File: src/rtl/axi_pkg.sv
// Shared definitions for the AXI read sequencer: FSM encoding, beat-count type
// and the default beat size.
package axi_pkg;

    localparam int unsigned BEAT_BYTES_DEFAULT = 4;
    localparam int unsigned BEAT_CNT_W         = 9;

    typedef logic [BEAT_CNT_W-1:0] beat_cnt_t;

    typedef enum logic [1:0] {
        ST_IDLE  = 2'd0,
        ST_ISSUE = 2'd1,
        ST_DRAIN = 2'd2
    } seq_state_t;

    // cmd_len encodes beats minus one; 255 needs the ninth bit once incremented.
    function automatic beat_cnt_t beats_from_len(input logic [7:0] len);
        return beat_cnt_t'(len) + beat_cnt_t'(1);
    endfunction

endpackage

File: src/rtl/axi_rd_fifo.sv
// First-word-fall-through buffer holding read beats with their last tags.
// The head is visible combinationally so a beat can leave every cycle.
module axi_rd_fifo #(
    parameter  int unsigned DEPTH  = 4,
    parameter  int unsigned DATA_W = 32,
    localparam int unsigned PTR_W  = $clog2(DEPTH),
    localparam int unsigned CNT_W  = PTR_W + 1
) (
    input  logic              clk,
    input  logic              rst_n,
    input  logic              push,
    input  logic [DATA_W-1:0] push_data,
    input  logic              push_last,
    input  logic              pop,
    output logic [DATA_W-1:0] head_data,
    output logic              head_last,
    output logic              empty,
    output logic [CNT_W-1:0]  count
);

    logic [DATA_W:0]  mem [DEPTH];
    logic [PTR_W-1:0] wr_ptr_reg;
    logic [PTR_W-1:0] rd_ptr_reg;
    logic [CNT_W-1:0] count_reg;
    logic [CNT_W-1:0] count_next;
    logic             pop_ok;

    assign empty  = (count_reg == '0);
    assign pop_ok = pop && !empty;
    assign count  = count_reg;

    // Outputs are forced to zero while empty so reset clears them immediately.
    assign head_data = empty ? '0 : mem[rd_ptr_reg][DATA_W-1:0];
    assign head_last = empty ? 1'b0 : mem[rd_ptr_reg][DATA_W];

    always_comb begin
        count_next = count_reg;
        case ({push, pop_ok})
            2'b10:   count_next = count_reg + CNT_W'(1);
            2'b01:   count_next = count_reg - CNT_W'(1);
            default: count_next = count_reg;
        endcase
    end

    always_ff @(posedge clk) begin
        if (push) begin
            mem[wr_ptr_reg] <= {push_last, push_data};
        end
    end

    always_ff @(posedge clk or negedge rst_n) begin
        if (!rst_n) begin
            wr_ptr_reg <= '0;
            rd_ptr_reg <= '0;
            count_reg  <= '0;
        end else begin
            if (push) begin
                wr_ptr_reg <= wr_ptr_reg + PTR_W'(1);
            end
            if (pop_ok) begin
                rd_ptr_reg <= rd_ptr_reg + PTR_W'(1);
            end
            count_reg <= count_next;
        end
    end

endmodule

File: src/rtl/axi_rd_seq.sv
// Turns a burst command into a stream of single-cycle SRAM reads and presents
// the returned words as AXI read beats through a small credit-limited buffer.
module axi_rd_seq
    import axi_pkg::*;
#(
    parameter int unsigned FIFO_DEPTH = 4,
    parameter int unsigned BEAT_BYTES = BEAT_BYTES_DEFAULT
) (
    input  logic        ACLK,
    input  logic        ARESETn,
    input  logic        cmd_valid,
    input  logic [31:0] cmd_addr,
    input  logic [7:0]  cmd_len,
    output logic        cmd_ready,
    output logic        mem_en,
    output logic [31:0] mem_addr,
    input  logic [31:0] mem_rdata,
    output logic        r_valid,
    output logic        r_last,
    output logic [31:0] data_out,
    input  logic        r_ready,
    output logic        busy
);

    localparam int unsigned CNT_W  = $clog2(FIFO_DEPTH) + 1;
    localparam int unsigned USED_W = CNT_W + 1;

    seq_state_t  state_reg, state_next;
    logic [31:0] addr_reg, addr_next;
    beat_cnt_t   remaining_reg, remaining_next;
    logic        inflight_reg;
    logic        inflight_last_reg;
    logic        started_reg;

    logic             issue_en;
    logic             issue_last;
    logic             credit_ok;
    logic             pop;
    logic             fifo_empty;
    logic             head_last;
    logic [CNT_W-1:0] fifo_count;
    logic [USED_W-1:0] used;

    // Every buffer slot is either occupied or promised to a read in flight.
    assign used      = USED_W'(fifo_count) + USED_W'(inflight_reg);
    assign credit_ok = (used < USED_W'(FIFO_DEPTH));
    assign pop       = !fifo_empty && r_ready;

    always_comb begin
        state_next     = state_reg;
        addr_next      = addr_reg;
        remaining_next = remaining_reg;
        issue_en       = 1'b0;
        issue_last     = 1'b0;
        cmd_ready      = (state_reg == ST_IDLE) && started_reg;
        case (state_reg)
            ST_IDLE: begin
                if (cmd_valid && cmd_ready) begin
                    addr_next      = cmd_addr;
                    remaining_next = beats_from_len(cmd_len);
                    state_next     = ST_ISSUE;
                end
            end
            ST_ISSUE: begin
                if (credit_ok) begin
                    issue_en       = 1'b1;
                    addr_next      = addr_reg + 32'(BEAT_BYTES);
                    remaining_next = remaining_reg - beat_cnt_t'(1);
                    if (remaining_reg == beat_cnt_t'(1)) begin
                        issue_last = 1'b1;
                        state_next = ST_DRAIN;
                    end
                end
            end
            ST_DRAIN: begin
                if (pop && head_last) begin
                    state_next = ST_IDLE;
                end
            end
            default: state_next = ST_IDLE;
        endcase
    end

    // started_reg holds cmd_ready low until the first edge after reset release.
    always_ff @(posedge ACLK or negedge ARESETn) begin
        if (!ARESETn) begin
            state_reg         <= ST_IDLE;
            addr_reg          <= '0;
            remaining_reg     <= '0;
            inflight_reg      <= 1'b0;
            inflight_last_reg <= 1'b0;
            started_reg       <= 1'b0;
        end else begin
            state_reg         <= state_next;
            addr_reg          <= addr_next;
            remaining_reg     <= remaining_next;
            inflight_reg      <= issue_en;
            inflight_last_reg <= issue_last;
            started_reg       <= 1'b1;
        end
    end

    axi_rd_fifo #(
        .DEPTH  (FIFO_DEPTH),
        .DATA_W (32)
    ) u_fifo (
        .clk       (ACLK),
        .rst_n     (ARESETn),
        .push      (inflight_reg),
        .push_data (mem_rdata),
        .push_last (inflight_last_reg),
        .pop       (pop),
        .head_data (data_out),
        .head_last (head_last),
        .empty     (fifo_empty),
        .count     (fifo_count)
    );

    assign mem_en   = issue_en;
    assign mem_addr = addr_reg;
    assign r_valid  = !fifo_empty;
    assign r_last   = head_last;
    assign busy     = (state_reg != ST_IDLE) || !fifo_empty;

endmodule

File: config.mk
export PLATFORM = sky130hd
export DESIGN_NAME = axi_rd_seq
export DESIGN_NICKNAME = d
export VERILOG_FILES = /design/src/rtl/axi_pkg.sv /design/src/rtl/axi_rd_fifo.sv /design/src/rtl/axi_rd_seq.sv
export SDC_FILE = /design/constraint.sdc
export NUM_CORES = 1
export LEC_CHECK = 0
export ABC_AREA = 1
export BUFFER_PORTS_ARGS = -buffer_cell sky130_fd_sc_hd__buf_2
export CORE_ASPECT_RATIO = 0.9
export CORE_MARGIN = 3
export CORE_UTILIZATION = 45
export CTS_BUF_LIST = sky130_fd_sc_hd__clkbuf_16
export CTS_CLUSTER_SIZE = 14
export DETAILED_ROUTE_END_ITERATION = 6
export PLACE_DENSITY = 0.77
export SLEW_MARGIN = 10
export SYNTH_ARGS = -nofsm -noshare
export SYNTH_HDL_FRONTEND = slang
export SYNTH_SLANG_ARGS = --single-unit
File: constraint.sdc
create_clock -name ACLK -period 2.7 [get_ports ACLK]
set_clock_uncertainty 0.05 [all_clocks]
set_input_delay 0.135 -clock ACLK [delete_from_list [all_inputs] [get_ports ACLK]]
set_output_delay 0.135 -clock ACLK [all_outputs]
set_load 0.02 [all_outputs]
**Word-level counts from Yosys, hierarchy flattened**

Memories as Yosys holds them, arrays and structs flattened.
Cells that the tools add are included.

- Memory bits (writable): 132
- Memories kept: 1
- Output and inout bits: 69
- Logic and storage cells: 63
- Input port bits: 76
- Bits in registers: 53

- Mux-type cells: 21
- Reduce and logical (&&, ||, !) cells: 14
- $add $sub $neg: 8
- Equality and inequality tests: 9
- $lt $le $gt $ge: 1

Memories:

| memory | depth | width | read ports | clocked after memory_dff | write ports | line | source |
|---|---|---|---|---|---|---|---|
| u_fifo.mem | 4 | 33 | 1 | 0 | 1 | axi_rd_fifo.sv:21 | `logic [DATA_W:0] mem [DEPTH];` |

Operators by type and width:

| operator | number |
|---|---|
| 32-bit two-way mux | 3 |
| 32-bit case mux with 2 select lines | 1 |
| 32-bit by 3-bit adder with 32-bit output (second input constant) | 1 |
| 9-bit two-way mux | 2 |
| 9-bit case mux with 2 select lines | 1 |
| 8-bit by 1-bit adder with 9-bit output (second input constant) | 1 |
| 9-bit by 1-bit equality test with 1-bit output (second input constant) | 1 |
| 9-bit by 1-bit subtractor with 9-bit output (second input constant) | 1 |
| 1-bit two-way mux | 8 |
| 2-bit two-way mux | 4 |
| 2-bit inequality test (second input constant) | 3 |
| 2-bit case mux with 3 select lines | 1 |
| 3-bit case mux with 2 select lines | 1 |
| 2-bit nonzero test | 3 |
| 1-bit logical AND | 5 |
| 2-bit by 1-bit adder with 2-bit output (second input constant) | 2 |
| 3-bit by 1-bit adder with 4-bit output | 1 |
| 2-bit by 1-bit equality test with 1-bit output (second input constant) | 2 |
| 2-bit equality test (second input constant) | 2 |
| 4-bit by 3-bit less-than comparator with 1-bit output (second input constant) | 1 |
| 4-bit AND reduction | 1 |
| 3-bit by 1-bit adder with 3-bit output (second input constant) | 1 |
| 3-bit logical NOT | 1 |
| 3-bit AND reduction | 1 |
| 5 further kinds | 5 |

**Longest topological paths before layout**

- Word-level depth: 6
- Gate-level depth with buffers: 11
- Gate-level depth less buffers: 10

**Hierarchy**

From an unflattened synthesis, not the netlist that was laid out.

- Cell total of the unflattened synthesis: 1096
- Area, all modules: 9341.5 um^2

Modules (own cells, without submodules):

| module | sequential area each (um^2) | instances | area an instance (um^2) | cells an instance |
|---|---|---|---|---|
| axi_rd_fifo | 4139.0 | 1 | 6060.8 | 575 |
| axi_rd_seq | 1151.1 | 1 | 3280.6 | 521 |

**Worst setup path before layout**

No wires, ideal clock.

- Path type: reg2reg
- Start: register u_fifo.count_reg[0] (netlist: u_fifo.count[0])
- End: register u_fifo.count_reg[2] (netlist: u_fifo.count[2])
- Path slack: 750 ps
- Stages on the path, launching flop included: 11
- Arrival: 1769 ps
- Path buffers: 0
- Clock period less this slack: 1950 ps
- Required time: 2519 ps
- Setup time: 131 ps
- Path through: dfrtp_1 inv_1 nand3_1 nand2_1 inv_1 ha_1 inv_1 fa_1 a21oi_1 o21ai_0 xor2_1

- Longest elaborated chain between the ends: 6
- Elaborated cells on any way between the ends: 10
- Classes of those cells: 2 x add/sub; 2 x eq/ne; 1 x mux; 5 x reduce/logical

RTL lines:

| item | line | source |
|---|---|---|
| from (decl) | axi_rd_fifo.sv:24 | `logic [CNT_W-1:0] count_reg;` |
| from (signal assigned) | axi_rd_fifo.sv:63 | `count_reg <= count_next;` |
| 3-bit logical NOT (*) | axi_rd_fifo.sv:28 | `assign empty = (count_reg == '0);` |
| 1-bit logical NOT (*) | -- |  |
| via r_valid | axi_rd_seq.sv:18 | `output logic r_valid,` |
| 1-bit logical AND | axi_rd_seq.sv:47 | `assign pop = !fifo_empty && r_ready;` |
| 1-bit logical AND (*) | axi_rd_fifo.sv:29 | `assign pop_ok = pop && !empty;` |
| via u_fifo.pop_ok | axi_rd_fifo.sv:26 | `logic pop_ok;` |
| 2-bit by 1-bit equality test with 1-bit output / 2-bit equality test (equally long branches) | axi_rd_fifo.sv:38 | `case ({push, pop_ok})` |
| 3-bit case mux with 2 select lines / 2-bit nonzero test (equally long branches) | -- |  |

Mark *: on every way through the listed nets, which the timed path passes. The rest lies on a longest branch.
A chain may end at the register's enable or synchronous reset.

**Worst setup path in the final report**

- Start: register u_fifo.rd_ptr_reg[1]
- End: output data_out[1]

- Longest elaborated chain between the ends: 2

RTL lines:

| item | line | source |
|---|---|---|
| from (decl) | axi_rd_fifo.sv:23 | `logic [PTR_W-1:0] rd_ptr_reg;` |
| from (signal assigned) | axi_rd_fifo.sv:61 | `rd_ptr_reg <= rd_ptr_reg + PTR_W'(1);` |
| memory read 4 x 33 bit | -- |  |
| 32-bit two-way mux | axi_rd_fifo.sv:33 | `assign head_data = empty ? '0 : mem[rd_ptr_reg][DATA_W-1:0];` |
| to (decl) | axi_rd_seq.sv:20 | `output logic [31:0] data_out,` |

No other way between the ends.

==> metrics.cfg <==
[run_status]
outcome = finished, final reports clean

[clock_network]
clk_latency_ns = 0.43
htreeDepth = 4
cts_resized = 0
cts_root_buffer = clkbuf_16
cts_buffers = 17
clkTransAtPathRegs_ns = 0.07
cts.path.max_buffers = 2
cts_sinks = 185
hold_buffers = 62
cts_tree = built
cts_setup_buffers = 0

[drt]
drc_errors = 0
viasPerCell = 5.11
drtIter0Drc = 460
wl_per_cell_um = 15.2
first_pass_iters = 5
wl_mm = 21.6
ant_nets = 0
num_vias = 7236

[placed_design]
portBuffers = 144
dpl_cell_area_um2 = 9720
place_inst = 1322
place_hpwl_mm = 13.6
gp_congestion = 0.864

[global_route]
antenna_found_initial = 0
grt_pass1_wl_mm = 35.1
grt.total_usage_pct = 20.3
grt_overflow = 0
grt_pass1_vias = 7156
grt_max_degree = 75

[timing]
final_hold_viol_count = 0
slew_violations = 0
rsz0062_at_grt = false
finalSetupViolations = 0
setup_tns_ns = 0
timing.fmax_ghz = 0.425
post-route-period-util_pct = 87.2
tightestPinTransition_ns = 0.711
min_period_ns = 2.35
max_slew_margin_pct = 52.6

[critical_path]
crit_buf_inv = 4
path_cells = buf_4 > inv_1 > buf_4 > nor2_1 > o21ai_0 > a21oi_1 > buf_2
cpMostUsedCell = buf_4
r2r_slack_ns = 0.77
crit_slowest_cell = buf_4
cp-start-kind = register
crit_path_end_kind = primary output
cp.required_ns = 2.52
cp_top_family = buffers and inverters
critPathMaxFanout = 34
cp.arrival_ns = 2.17
max_stage_delay_ns = 0.40
critical_path_class = register to primary output

[logic_synthesis]
synth_seq_cells = 185
ys_seq_area_share_pct = 60.4
synth_fp_nets = 1045
synthFlopType = edfxtp_1
ys_warn_count = 0
synth.cell_area_um2 = 8760
avgSynthCellArea_um2 = 9.14
syn_inst = 959
ys_types = 38
synth_edf_count = 132
synthArstFlopShare_pct = 28.6

[min_path]
hold_class = input pin to register

[die]
row_count = 47
dieArea_um2 = 21200
die_w_um = 153
core_area_um2 = 18800
die_h_um = 138
ioPinCount = 145
start_util_pct = 46.7

[finish]
design_area_um2 = 11000
largest_reg_flops = 132
syn_to_final_growth_pct = 25.2
diodes = 0
layout.cells.non_filler = 1416
num-nets-final = 1244
drive_gt1_share_pct = 18.2

[pwr]
power.density_nw_per_um2 = 1160
peakVddDrop_v = 0.000640
leakage_nw = 4.66

[job]
drv_cap = 0

layout make-up:
type | count | area [µm²]
timing repair buffer | 224 | 1490
clock inverter | 15 | 201
fill | 1547 | 7790
clock buffer | 17 | 425
tap | 245 | 307
inverter | 63 | 236
multi-input combinational | 667 | 3020
sequential | 185 | 5290
logic make-up after synthesis:
family,count (synthesis),synth area share (%)
fa+ha+maj,10,1.51
xor+xnor,5,0.500
simple gates,488,22.5
buf+inv,107,5.20
mux,2,0.257
other cells,1,0.0428
compound gates,161,9.65
flops,185,60.4
power breakdown:
group | internal, W | leakage, nW | switching (W)
clock network | 0.00142 | 0.304 | 0.00118
registers | 0.00390 | 1.84 | 0.000601
logic | 0.00182 | 2.52 | 0.00384
total | 0.00714 | 4.66 | 0.00562
path summary, 6_finish.rpt:
check                                           from              endpoint  cells past startpoint
worst max-delay path            u_fifo.rd_ptr_reg[1]           data_out[1]                      7
worst max register to register       u_fifo.count[0]       u_fifo.count[2]                     10
max in group asynchronous                    ARESETn          mem_addr[17]                      3
worst min-delay path                      cmd_len[0]      remaining_reg[0]                      4
min in group asynchronous                    ARESETn      remaining_reg[1]                      2
worst min register to register  u_fifo.rd_ptr_reg[1]  u_fifo.rd_ptr_reg[1]                      1
worst reg2reg max path: stages, from the launching register on:
cell and delay (ns):
dfrtp_1 0.38, inv_1 0.09, nand3_1 0.11, nand2_1 0.10, inv_1 0.08, ha_1 0.13, inv_1 0.07, fa_1 0.38
a21oi_1 0.15, o21ai_0 0.11, xor2_1 0.15
cells in the final DEF (no fill, tap or decap), types with 2 or more instances in the layout:
| cell type | n |
|---|---|
| buf_4 | 17 |
| nand3_1 | 53 |
| and2_1 | 2 |
| a21oi_1 | 50 |
| o22ai_1 | 3 |
| clkinv_8 | 3 |
| nand2_1 | 194 |
| nor2_1 | 221 |
| inv_6 | 3 |
| or2_2 | 4 |
| mux2_2 | 2 |
| xnor2_1 | 2 |
| clkbuf_16 | 17 |
| buf_2 | 144 |
| nor2_2 | 2 |
| o211ai_1 | 2 |
| bufinv_16 | 2 |
| nand2_2 | 2 |
| dlygate4sd3_1 | 62 |
| xor2_1 | 3 |
| edfxtp_1 | 132 |
| inv_1 | 61 |
| nor2_4 | 4 |
| inv_8 | 4 |
| ha_1 | 9 |
| dfrtp_1 | 52 |
| a21oi_2 | 2 |
| o21ai_0 | 93 |
| o31ai_1 | 2 |
| nor3_1 | 2 |
| nand4_1 | 2 |
| a31oi_1 | 3 |
| o21bai_1 | 4 |
stage by stage:
stage | util, % | total power (W) | hold slack (ns) | setup slack [ns]
after global routing | 58.5 | 0.0137 | 0.0230 | 0.140
after global placement | 51.8 | 0.00995 | 0.0134 | 0.829
after floorplan | - | 0.00837 | -0.211 | 0.750
final | 58.5 | 0.0128 | 0.0167 | 0.345
after CTS | 58.5 | 0.0128 | 0.00244 | 0.321
after detailed placement | 51.8 | 0.0101 | 0.0211 | 0.786
per-layer routing:
layer,global-route usage [%],routed length [µm]
met4,6.05,290
met5,0,0
met2,34.5,10500
met3,4.66,1520
met1,26.2,9300
synthesized netlist by cell type, types with 3 or more instances:
library cell,number,area (µm²)
nand3_1,53,265
clkbuf_1,16,60.1
nor2_1,221,830
nor2_4,3,33.8
buf_1,4,15.0
a31oi_1,3,18.8
o22ai_1,3,18.8
ha_1,9,113
buf_2,19,95.1
inv_1,61,229
a21oi_1,50,250
nand2_1,194,728
edfxtp_1,132,3960
buf_6,3,33.8
or2_2,4,25.0
o21ai_0,93,465
xor2_1,3,26.3
o21bai_1,4,30.0
dfrtp_1,53,1330
nor2_2,3,18.8
(Power assumes the default switching activity.)
